==> src/rtl/dmem_arbiter_if.sv <==
// Bus bundle for dmem_arbiter: both requester ports, the data-memory side and
// the error flag. The arbiter connects through the slave modport, and the
// requesters and memory connect through the master modport.
interface dmem_arbiter_if;
  // Port A: pipeline MEM stage, priority requester
  logic        a_req;
  logic        a_wena;
  logic [31:0] a_addr;
  logic [1:0]  a_type;
  logic [31:0] a_wdata;
  logic        a_gnt;
  logic        a_stall;
  logic        a_rvalid;
  logic [31:0] a_rdata;

  // Port B: debug/loader DMA requester
  logic        b_req;
  logic        b_wena;
  logic [31:0] b_addr;
  logic [1:0]  b_type;
  logic [31:0] b_wdata;
  logic        b_lock;
  logic        b_gnt;
  logic        b_rvalid;
  logic [31:0] b_rdata;

  // Single-port data memory
  logic        mem_ena;
  logic        mem_wena;
  logic [31:0] mem_addr;
  logic [1:0]  mem_type;
  logic [31:0] mem_wdata;
  logic [31:0] mem_rdata;

  logic        err;

  modport slave (
    input  a_req, a_wena, a_addr, a_type, a_wdata,
    output a_gnt, a_stall, a_rvalid, a_rdata,
    input  b_req, b_wena, b_addr, b_type, b_wdata, b_lock,
    output b_gnt, b_rvalid, b_rdata,
    output mem_ena, mem_wena, mem_addr, mem_type, mem_wdata,
    input  mem_rdata,
    output err
  );

  modport master (
    output a_req, a_wena, a_addr, a_type, a_wdata,
    input  a_gnt, a_stall, a_rvalid, a_rdata,
    output b_req, b_wena, b_addr, b_type, b_wdata, b_lock,
    input  b_gnt, b_rvalid, b_rdata,
    input  mem_ena, mem_wena, mem_addr, mem_type, mem_wdata,
    output mem_rdata,
    input  err
  );
endinterface

==> src/rtl/dmem_arbiter.sv <==
// dmem_arbiter: shares the single-port data memory between the MEM stage
// (port A, priority) and the debug/loader DMA (port B). Grants are decided
// combinationally each cycle; read data returns registered one cycle later.
// Optional macro DMEM_ARB_STARVE_EN: forces a B grant after MAX_WAIT cycles
// of B waiting, so B cannot be starved by continuous A traffic.
module dmem_arbiter #(
  parameter int unsigned DEPTH    = 2048,
  parameter int unsigned LOCK_MAX = 8,
  parameter int unsigned MAX_WAIT = 16
) (
  input logic           clk,
  input logic           rst_n,
  dmem_arbiter_if.slave bus
);

  if (LOCK_MAX < 1 || MAX_WAIT < 1) begin : g_bad_params
    $error("dmem_arbiter: LOCK_MAX and MAX_WAIT must be at least 1");
  end

  localparam int unsigned LOCK_W = $clog2(LOCK_MAX + 1);

  typedef enum logic [1:0] {
    IDLE,
    OWN_A,
    OWN_B
  } state_t;

  state_t            state;
  logic [LOCK_W-1:0] lock_cnt;

  logic        gnt_a;
  logic        gnt_b;
  logic        lock_hold;
  logic        force_b;
  logic        any_gnt;
  logic        illegal;
  logic        legal_acc;
  logic        win_wena;
  logic [31:0] win_addr;
  logic [1:0]  win_type;
  logic [31:0] win_wdata;

  logic        a_rvalid_q;
  logic [31:0] a_rdata_q;
  logic        b_rvalid_q;
  logic [31:0] b_rdata_q;
  logic        err_q;

`ifdef DMEM_ARB_STARVE_EN
  localparam int unsigned WAIT_W = $clog2(MAX_WAIT + 1);
  logic [WAIT_W-1:0] wait_cnt;
  assign force_b = bus.b_req && (wait_cnt == WAIT_W'(MAX_WAIT));
`else
  assign force_b = 1'b0;
`endif

  // B keeps the memory while it holds b_lock and the lock budget remains
  assign lock_hold = (state == OWN_B) && bus.b_req && bus.b_lock &&
                     (lock_cnt < LOCK_W'(LOCK_MAX));

  // Grant decision. Outside an active lock every state shares the same
  // priority order (A over B), so the per-state cases collapse into one
  // chain. No grant is issued while reset is asserted.
  always_comb begin
    gnt_a = 1'b0;
    gnt_b = 1'b0;
    if (rst_n) begin
      if (lock_hold || force_b) begin
        gnt_b = 1'b1;
      end else if (bus.a_req) begin
        gnt_a = 1'b1;
      end else if (bus.b_req) begin
        gnt_b = 1'b1;
      end
    end
  end

  // Select the winning port's access fields
  always_comb begin
    win_wena  = 1'b0;
    win_addr  = '0;
    win_type  = '0;
    win_wdata = '0;
    if (gnt_a) begin
      win_wena  = bus.a_wena;
      win_addr  = bus.a_addr;
      win_type  = bus.a_type;
      win_wdata = bus.a_wdata;
    end else if (gnt_b) begin
      win_wena  = bus.b_wena;
      win_addr  = bus.b_addr;
      win_type  = bus.b_type;
      win_wdata = bus.b_wdata;
    end
  end

  assign any_gnt   = gnt_a | gnt_b;
  assign illegal   = any_gnt && ((win_type == 2'b11) || (win_addr >= 32'(DEPTH)));
  assign legal_acc = any_gnt && !illegal;

  // Memory side: an illegal access still consumes the grant but never
  // reaches the memory; all lines idle at zero when nothing is granted
  assign bus.mem_ena   = legal_acc;
  assign bus.mem_wena  = legal_acc & win_wena;
  assign bus.mem_addr  = legal_acc ? win_addr  : '0;
  assign bus.mem_type  = legal_acc ? win_type  : '0;
  assign bus.mem_wdata = legal_acc ? win_wdata : '0;

  assign bus.a_gnt    = gnt_a;
  assign bus.b_gnt    = gnt_b;
  assign bus.a_stall  = bus.a_req & ~gnt_a;
  assign bus.a_rvalid = a_rvalid_q;
  assign bus.a_rdata  = a_rdata_q;
  assign bus.b_rvalid = b_rvalid_q;
  assign bus.b_rdata  = b_rdata_q;
  assign bus.err      = err_q;

  // Ownership FSM, lock/wait counters and registered read-return/error
  always_ff @(posedge clk or negedge rst_n) begin
    if (!rst_n) begin
      state      <= IDLE;
      lock_cnt   <= '0;
      a_rvalid_q <= 1'b0;
      a_rdata_q  <= '0;
      b_rvalid_q <= 1'b0;
      b_rdata_q  <= '0;
      err_q      <= 1'b0;
`ifdef DMEM_ARB_STARVE_EN
      wait_cnt   <= '0;
`endif
    end else begin
      if (gnt_a) begin
        state <= OWN_A;
      end else if (gnt_b) begin
        state <= OWN_B;
      end else begin
        state <= IDLE;
      end

      lock_cnt <= lock_hold ? lock_cnt + LOCK_W'(1) : '0;

      err_q <= illegal;

      a_rvalid_q <= gnt_a && legal_acc && !bus.a_wena;
      if (gnt_a && legal_acc && !bus.a_wena) begin
        a_rdata_q <= bus.mem_rdata;
      end

      b_rvalid_q <= gnt_b && legal_acc && !bus.b_wena;
      if (gnt_b && legal_acc && !bus.b_wena) begin
        b_rdata_q <= bus.mem_rdata;
      end

`ifdef DMEM_ARB_STARVE_EN
      if (gnt_b) begin
        wait_cnt <= '0;
      end else if (bus.b_req) begin
        wait_cnt <= wait_cnt + WAIT_W'(1);
      end
`endif
    end
  end

endmodule

==> src/flat_wrapper.sv <==
// flat-port wrapper written by rule: the top's interface ports become plain ports
module dmem_arbiter_flat 
#(
  parameter int unsigned DEPTH    = 2048,
  parameter int unsigned LOCK_MAX = 8,
  parameter int unsigned MAX_WAIT = 16
)
  (clk, rst_n, bus_a_req, bus_a_wena, bus_a_addr, bus_a_type, bus_a_wdata, bus_a_gnt, bus_a_stall, bus_a_rvalid, bus_a_rdata, bus_b_req, bus_b_wena, bus_b_addr, bus_b_type, bus_b_wdata, bus_b_lock, bus_b_gnt, bus_b_rvalid, bus_b_rdata, bus_mem_ena, bus_mem_wena, bus_mem_addr, bus_mem_type, bus_mem_wdata, bus_mem_rdata, bus_err);
  dmem_arbiter_if bus_i ();
  input logic clk;
  input logic rst_n;
  input wire logic [$bits(bus_i.a_req)-1:0] bus_a_req;
  input wire logic [$bits(bus_i.a_wena)-1:0] bus_a_wena;
  input wire logic [$bits(bus_i.a_addr)-1:0] bus_a_addr;
  input wire logic [$bits(bus_i.a_type)-1:0] bus_a_type;
  input wire logic [$bits(bus_i.a_wdata)-1:0] bus_a_wdata;
  output wire logic [$bits(bus_i.a_gnt)-1:0] bus_a_gnt;
  output wire logic [$bits(bus_i.a_stall)-1:0] bus_a_stall;
  output wire logic [$bits(bus_i.a_rvalid)-1:0] bus_a_rvalid;
  output wire logic [$bits(bus_i.a_rdata)-1:0] bus_a_rdata;
  input wire logic [$bits(bus_i.b_req)-1:0] bus_b_req;
  input wire logic [$bits(bus_i.b_wena)-1:0] bus_b_wena;
  input wire logic [$bits(bus_i.b_addr)-1:0] bus_b_addr;
  input wire logic [$bits(bus_i.b_type)-1:0] bus_b_type;
  input wire logic [$bits(bus_i.b_wdata)-1:0] bus_b_wdata;
  input wire logic [$bits(bus_i.b_lock)-1:0] bus_b_lock;
  output wire logic [$bits(bus_i.b_gnt)-1:0] bus_b_gnt;
  output wire logic [$bits(bus_i.b_rvalid)-1:0] bus_b_rvalid;
  output wire logic [$bits(bus_i.b_rdata)-1:0] bus_b_rdata;
  output wire logic [$bits(bus_i.mem_ena)-1:0] bus_mem_ena;
  output wire logic [$bits(bus_i.mem_wena)-1:0] bus_mem_wena;
  output wire logic [$bits(bus_i.mem_addr)-1:0] bus_mem_addr;
  output wire logic [$bits(bus_i.mem_type)-1:0] bus_mem_type;
  output wire logic [$bits(bus_i.mem_wdata)-1:0] bus_mem_wdata;
  input wire logic [$bits(bus_i.mem_rdata)-1:0] bus_mem_rdata;
  output wire logic [$bits(bus_i.err)-1:0] bus_err;
  assign bus_i.a_req = bus_a_req;
  assign bus_i.a_wena = bus_a_wena;
  assign bus_i.a_addr = bus_a_addr;
  assign bus_i.a_type = bus_a_type;
  assign bus_i.a_wdata = bus_a_wdata;
  assign bus_a_gnt = bus_i.a_gnt;
  assign bus_a_stall = bus_i.a_stall;
  assign bus_a_rvalid = bus_i.a_rvalid;
  assign bus_a_rdata = bus_i.a_rdata;
  assign bus_i.b_req = bus_b_req;
  assign bus_i.b_wena = bus_b_wena;
  assign bus_i.b_addr = bus_b_addr;
  assign bus_i.b_type = bus_b_type;
  assign bus_i.b_wdata = bus_b_wdata;
  assign bus_i.b_lock = bus_b_lock;
  assign bus_b_gnt = bus_i.b_gnt;
  assign bus_b_rvalid = bus_i.b_rvalid;
  assign bus_b_rdata = bus_i.b_rdata;
  assign bus_mem_ena = bus_i.mem_ena;
  assign bus_mem_wena = bus_i.mem_wena;
  assign bus_mem_addr = bus_i.mem_addr;
  assign bus_mem_type = bus_i.mem_type;
  assign bus_mem_wdata = bus_i.mem_wdata;
  assign bus_i.mem_rdata = bus_mem_rdata;
  assign bus_err = bus_i.err;
  dmem_arbiter #(.DEPTH(DEPTH), .LOCK_MAX(LOCK_MAX), .MAX_WAIT(MAX_WAIT)) u_core (.clk(clk), .rst_n(rst_n), .bus(bus_i));
endmodule
==> config.mk <==
export PLATFORM = sky130hd
export DESIGN_NAME = dmem_arbiter_flat
export DESIGN_NICKNAME = d
export VERILOG_FILES = /design/src/rtl/dmem_arbiter_if.sv /design/src/rtl/dmem_arbiter.sv /design/src/flat_wrapper.sv
export SDC_FILE = /design/constraint.sdc
export NUM_CORES = 1
export LEC_CHECK = 0
export CAP_MARGIN = 30
export CORE_ASPECT_RATIO = 0.7
export CORE_MARGIN = 3
export CORE_UTILIZATION = 30
export CTS_BUF_LIST = sky130_fd_sc_hd__clkbuf_16
export DETAILED_ROUTE_END_ITERATION = 7
export PLACE_DENSITY = 0.85
export SETUP_SLACK_MARGIN = 0.02
export SLEW_MARGIN = 30
export SYNTH_ARGS = -nofsm -noshare
export SYNTH_HDL_FRONTEND = slang
export SYNTH_SLANG_ARGS = --single-unit
==> constraint.sdc <==
create_clock -name clk -period 1.95 [get_ports clk]
set_input_delay 0.2925 -clock clk [delete_from_list [all_inputs] [get_ports clk]]
set_output_delay 0.2925 -clock clk [all_outputs]
set_load 0.05 [all_outputs]
==> impl_results.html <==
<table>
<tr><th>Metric</th><th>Value</th></tr>
<tr><th colspan="2">Floorplan</th></tr>
<tr><td>Core footprint</td><td>0.01263 mm^2</td></tr>
<tr><td>Die width</td><td>142.8 um</td></tr>
<tr><td>Number of top-level pins</td><td>approximately 300</td></tr>
<tr><td>Die H</td><td>101.8 um</td></tr>
<tr><td>Number of standard-cell rows in the floorplan</td><td>34</td></tr>
<tr><td>Die ar.</td><td>0.01454 mm^2</td></tr>
<tr><td>Initial Utilization</td><td>a little under a third</td></tr>
<tr><th colspan="2">Pwr</th></tr>
<tr><td>Total Power Consumption</td><td>about 7700 uW</td></tr>
<tr><td>Leakage</td><td>0.003734 uW</td></tr>
<tr><td>Worst VDD drop</td><td>0.0008439 V</td></tr>
<tr><td>Pwr/cell area</td><td>877.5 mW/mm^2</td></tr>
<tr><th colspan="2">Yosys</th></tr>
<tr><td>Cell type with the largest total area after synthesis</td><td>sky130_fd_sc_hd__dfrtp_1</td></tr>
<tr><td>Multiplexer fraction of the synthesized cell area</td><td>23.96%</td></tr>
<tr><td>Post-synth top area share</td><td>46.45%</td></tr>
<tr><td>Synthesized area</td><td>0.003933 mm^2</td></tr>
<tr><td>Flip-flop and latch count after synthesis</td><td>73</td></tr>
<tr><td>Main combinational cell family by area after synthesis</td><td>multiplexers</td></tr>
<tr><td>Sequential share of the synthesized area</td><td>46.45%</td></tr>
<tr><td>Average footprint of a synthesized cell</td><td>12.29 um^2</td></tr>
<tr><td>Cell types occupying the most area after synthesis</td><td>sky130_fd_sc_hd__dfrtp_1, sky130_fd_sc_hd__mux2_4, sky130_fd_sc_hd__a22oi_1</td></tr>
<tr><td>Compound-Gate Fraction of Synth Area</td><td>10.72%</td></tr>
<tr><td>Number of synthesis warnings</td><td>0</td></tr>
<tr><td>Post-Synth Simple-Gate Area</td><td>about a tenth</td></tr>
<tr><td>Post-Synth XOR/XNOR Area</td><td>0.2227%</td></tr>
<tr><td>Number of distinct library cells after synthesis</td><td>34</td></tr>
<tr><td>Number of instances in the synthesized netlist</td><td>320</td></tr>
<tr><td>Synth Area in Adders</td><td>0.3182%</td></tr>
<tr><th colspan="2">Worst setup path</th></tr>
<tr><td>Worst reg2reg path depth</td><td>10</td></tr>
<tr><td>Kind of start point of the critical path</td><td>primary input</td></tr>
<tr><td>Critical path capture point type</td><td>output pin</td></tr>
<tr><td>Data arrival time at the worst-slack endpoint</td><td>roughly 2.3 ns</td></tr>
<tr><td>Critical Path Fanout Max</td><td>6</td></tr>
<tr><td>Critical R2R Capture</td><td>u_core.bus.b_rdata[12]</td></tr>
<tr><td>Reg-to-reg slack, setup</td><td>-0.32 ns</td></tr>
<tr><td>Worst reg2reg path startpoint</td><td>u_core.lock_cnt[3]</td></tr>
<tr><td>Required arrival time at the worst endpoint</td><td>1.66 ns</td></tr>
<tr><td>Worst setup path category</td><td>primary input to output pin</td></tr>
<tr><th colspan="2">Global routing</th></tr>
<tr><td>Global-route wire length before repair</td><td>24630 um</td></tr>
<tr><td>Number of global-route vias before repair</td><td>4262</td></tr>
<tr><td>Global router's overall resource usage</td><td>between 20% and 30%</td></tr>
<tr><td>Antenna violations before repair</td><td>0</td></tr>
<tr><td>Largest net degree at the start of global routing</td><td>49</td></tr>
<tr><td>Total overflow reported by the global router</td><td>0</td></tr>
<tr><th colspan="2">STA</th></tr>
<tr><td>Hold_ws</td><td>0.02005 ns</td></tr>
<tr><td>Number of pins exceeding their max-slew limit in the final report</td><td>0</td></tr>
<tr><td>Setup clock skew after layout</td><td>0.005698 ns</td></tr>
<tr><td>RSZ-0062 raised after global routing</td><td>true</td></tr>
<tr><td>Final WS setup</td><td>-0.5981 ns</td></tr>
<tr><td>Slew of the pin with the lowest slew margin</td><td>0.5451 ns</td></tr>
<tr><td>Max Clock Freq</td><td>392.4 MHz</td></tr>
<tr><td>Final worst path period share</td><td>130.7%</td></tr>
<tr><td>Post-layout min period</td><td>2.548 ns</td></tr>
<tr><td>Normalized max-slew margin</td><td>63.55%</td></tr>
<tr><td>Setup violation total in the final timing report</td><td>around 110</td></tr>
<tr><td>Hold violation count in the final report</td><td>0</td></tr>
<tr><td>Total Neg Setup Slack</td><td>-41.03 ns</td></tr>
<tr><th colspan="2">Cells and area</th></tr>
<tr><td>Area occupied by multi-input gates</td><td>0.002336 mm^2</td></tr>
<tr><td>Inserted Diodes</td><td>0</td></tr>
<tr><td>Share of post-route cells with drive strength above 1</td><td>40.83%</td></tr>
<tr><td>Final nets</td><td>822</td></tr>
<tr><td>Sequential Area</td><td>0.001827 mm^2</td></tr>
<tr><td>Fill cells</td><td>just under 900</td></tr>
<tr><td>Area growth from synthesis to layout</td><td>123.3%</td></tr>
<tr><th colspan="2">Clocking</th></tr>
<tr><td># H-tree levels</td><td>3</td></tr>
<tr><td>Clock transition at the registers of the reported paths</td><td>0.06 ns</td></tr>
<tr><td>CTS tree</td><td>built</td></tr>
<tr><td>Clock sink total</td><td>between 70 and 80</td></tr>
<tr><td>Maximum clock insertion buffer count</td><td>2</td></tr>
<tr><td>Clk_lat worst skew</td><td>between 0.3 and 0.4 ns</td></tr>
<tr><td>Clock buffers created by TritonCTS</td><td>9</td></tr>
<tr><td>CTS Root Buffer Type</td><td>sky130_fd_sc_hd__clkbuf_16</td></tr>
<tr><th colspan="2">Placement</th></tr>
<tr><td>Placed wire-length estimate after detailed placement</td><td>11720 um</td></tr>
<tr><td>I/O Buffers</td><td>around 290</td></tr>
<tr><td>RD Place Congestion</td><td>between 0.7 and 0.8</td></tr>
<tr><th colspan="2">Detailed routing</th></tr>
<tr><td>Final antenna-violating net count</td><td>0</td></tr>
<tr><td>Vias per std cell</td><td>4.755</td></tr>
<tr><td>Remaining routing DRC violations</td><td>0</td></tr>
<tr><td>DRT Wirelength</td><td>17120 um</td></tr>
<tr><td>Via total after detailed routing</td><td>3880</td></tr>
<tr><td>Drt initial violations</td><td>167</td></tr>
<tr><td>First-pass iteration count of the detailed router</td><td>5</td></tr>
<tr><td>Routed wire length per instance</td><td>20.98 um</td></tr>
<tr><th colspan="2">Job</th></tr>
<tr><td>Maxcap violations</td><td>0</td></tr>
<tr><th colspan="2">Status</th></tr>
<tr><td>Run status</td><td>finished with violations</td></tr>
<tr><td>Violated checks</td><td>negative setup slack</td></tr>
<tr><th colspan="2">Worst hold path</th></tr>
<tr><td>Type of the most critical hold path</td><td>primary input to asynchronous set/reset pin</td></tr>
</table>
-- sequential cells by signal, summed over array words and instances (netlist names) --
name,flops
u_core.bus.b_rdata,32
u_core.bus.a_rdata,32
u_core.bus.a_rvalid,1
u_core.bus.b_rvalid,1
u_core.lock_cnt,4
u_core.state,2
u_core.bus.err,1
-- kinds of logic after synthesis --
logic type      Yosys count
simple gates             81
flops                    73
mux                      64
compound gates           53
buf+inv                  46
fa+ha+maj                 1
other cells               1
xor+xnor                  1
-- how the worst max path moves through the flow --
stage	depth (start not counted)	slack, ns	from	end
6_report	10	-0.60	bus_b_lock	bus_mem_wdata[16]
5_1_grt	9	-0.67	u_core.lock_cnt[3]	bus_mem_wdata[16]
4_1_cts	9	-0.60	u_core.lock_cnt[3]	bus_mem_wdata[16]
3_5_place_dp	9	-1.02	bus_b_addr[18]	bus_mem_wdata[31]
3_3_place_gp	7	-0.91	bus_b_addr[31]	bus_mem_wdata[0]
2_1_floorplan	6	-0.34	bus_b_addr[31]	bus_mem_addr[0]
-- timing repair --
item / in CTS / in global routing
gates cloned: 12 / 3
endpoints found under the setup margin: 114 / 115
buffers inserted: 17 / 9
resized for setup: 127 / 39
pin swaps: 29 / 14
hold buffers: 1 / 0
endpoints found under the hold margin: 7 / 0
-- synth_stat cells --
library cell	count
sky130_fd_sc_hd__nand3_1	2
sky130_fd_sc_hd__ha_1	1
sky130_fd_sc_hd__buf_4	21
sky130_fd_sc_hd__and4bb_1	1
sky130_fd_sc_hd__mux2_4	59
sky130_fd_sc_hd__nand4_1	3
sky130_fd_sc_hd__buf_2	1
sky130_fd_sc_hd__o41ai_2	1
sky130_fd_sc_hd__a31oi_1	1
sky130_fd_sc_hd__a22oi_1	46
sky130_fd_sc_hd__o21a_1	1
sky130_fd_sc_hd__buf_1	3
sky130_fd_sc_hd__nand2_1	4
sky130_fd_sc_hd__or4_4	1
sky130_fd_sc_hd__buf_6	4
sky130_fd_sc_hd__and4bb_2	1
sky130_fd_sc_hd__clkbuf_1	11
sky130_fd_sc_hd__and4b_1	1
sky130_fd_sc_hd__nor4_1	6
sky130_fd_sc_hd__and3_1	1
sky130_fd_sc_hd__xnor2_1	1
sky130_fd_sc_hd__a32oi_1	1
sky130_fd_sc_hd__nor3_1	2
sky130_fd_sc_hd__mux2_2	5
sky130_fd_sc_hd__and2_1	4
sky130_fd_sc_hd__nor2_1	53
sky130_fd_sc_hd__inv_1	3
sky130_fd_sc_hd__o41ai_4	1
sky130_fd_sc_hd__buf_12	3
sky130_fd_sc_hd__nand3_2	1
sky130_fd_sc_hd__dfrtp_1	73
sky130_fd_sc_hd__or4_1	1
sky130_fd_sc_hd__a21oi_1	2
sky130_fd_sc_hd__conb_1	1
-- area by class of cell --
| class | count | area share (%) |
|---|---|---|
| Inverter | 3 | 0.1282 |
| Multi-Input combinational cell | 221 | 26.60 |
| Clock buffer | 9 | 2.565 |
| Tap cell | 162 | 2.308 |
| Timing Repair Buffer | 342 | 46.54 |
| Clock inverter | 6 | 1.054 |
| Sequential cell | 73 | 20.80 |
-- critical path: stages --
cell and delay (ns):
sky130_fd_sc_hd__clkdlybuf4s50_1 0.41, sky130_fd_sc_hd__and4bb_4 0.22, sky130_fd_sc_hd__o21a_4 0.23, sky130_fd_sc_hd__a32oi_2 0.19, sky130_fd_sc_hd__nand4_1 0.16, sky130_fd_sc_hd__buf_6 0.16, sky130_fd_sc_hd__buf_6 0.13, sky130_fd_sc_hd__buf_16 0.15
sky130_fd_sc_hd__nor2_4 0.14, sky130_fd_sc_hd__buf_12 0.15
-- placed cells by master (no fill, tap or decap), types with 2 or more instances in the layout --
| cell type | n |
|---|---|
| sky130_fd_sc_hd__clkbuf_16 | 11 |
| sky130_fd_sc_hd__nand2_1 | 4 |
| sky130_fd_sc_hd__nor2_4 | 47 |
| sky130_fd_sc_hd__clkinvlp_4 | 2 |
| sky130_fd_sc_hd__buf_2 | 8 |
| sky130_fd_sc_hd__and2_1 | 2 |
| sky130_fd_sc_hd__clkdlybuf4s50_1 | 198 |
| sky130_fd_sc_hd__buf_6 | 13 |
| sky130_fd_sc_hd__and2_4 | 2 |
| sky130_fd_sc_hd__or4_4 | 2 |
| sky130_fd_sc_hd__dlygate4sd2_1 | 14 |
| sky130_fd_sc_hd__o41ai_4 | 2 |
| sky130_fd_sc_hd__nor4_2 | 3 |
| sky130_fd_sc_hd__nor2_1 | 6 |
| sky130_fd_sc_hd__buf_16 | 8 |
| sky130_fd_sc_hd__a22oi_1 | 46 |
| sky130_fd_sc_hd__conb_1 | 21 |
| sky130_fd_sc_hd__nor3_2 | 2 |
| sky130_fd_sc_hd__bufinv_16 | 2 |
| sky130_fd_sc_hd__mux2_4 | 64 |
| sky130_fd_sc_hd__clkdlybuf4s15_1 | 10 |
| sky130_fd_sc_hd__and4bb_4 | 2 |
| sky130_fd_sc_hd__buf_4 | 23 |
| sky130_fd_sc_hd__buf_8 | 7 |
| sky130_fd_sc_hd__dfrtp_1 | 73 |
| sky130_fd_sc_hd__nor4_1 | 2 |
| sky130_fd_sc_hd__nand4_1 | 3 |
| sky130_fd_sc_hd__inv_1 | 2 |
| sky130_fd_sc_hd__buf_12 | 56 |
-- layer usage --
| metal | global-route usage [%] | vias up | part of all wire, % |
|---|---|---|---|
| li1 | - | 1786 | - |
| met1 | 28.42 | 1909 | 41 |
| met2 | 39.65 | 167 | 52 |
| met3 | 4.861 | 18 | 5.6 |
| met4 | 4.383 | 0 | 1.3 |
| met5 | 0 | - | 0 |
-- stage by stage --
step / setup slack (ns) / utilization, % / cell area, um^2 / std cells
detailed placement: -1.021 / 61.28 / 7742 / 768
CTS: -0.5992 / 68.50 / 8655 / 811
global placement: -0.9110 / 61.28 / 7742 / 768
floorplan: -0.3435 / - / 4389 / 340
global route: -0.6697 / 69.50 / 8781 / 816
finish: -0.5981 / 69.50 / 8781 / 816
-- where the power goes --
part           switching [uW]  internal, uW  total (uW)
clock                     631          1120        1750
combinational            2190          1650        3840
sequential                236          1880        2110
total                    3060          4650        7700
Note: power is estimated with default switching activity, not from simulation.
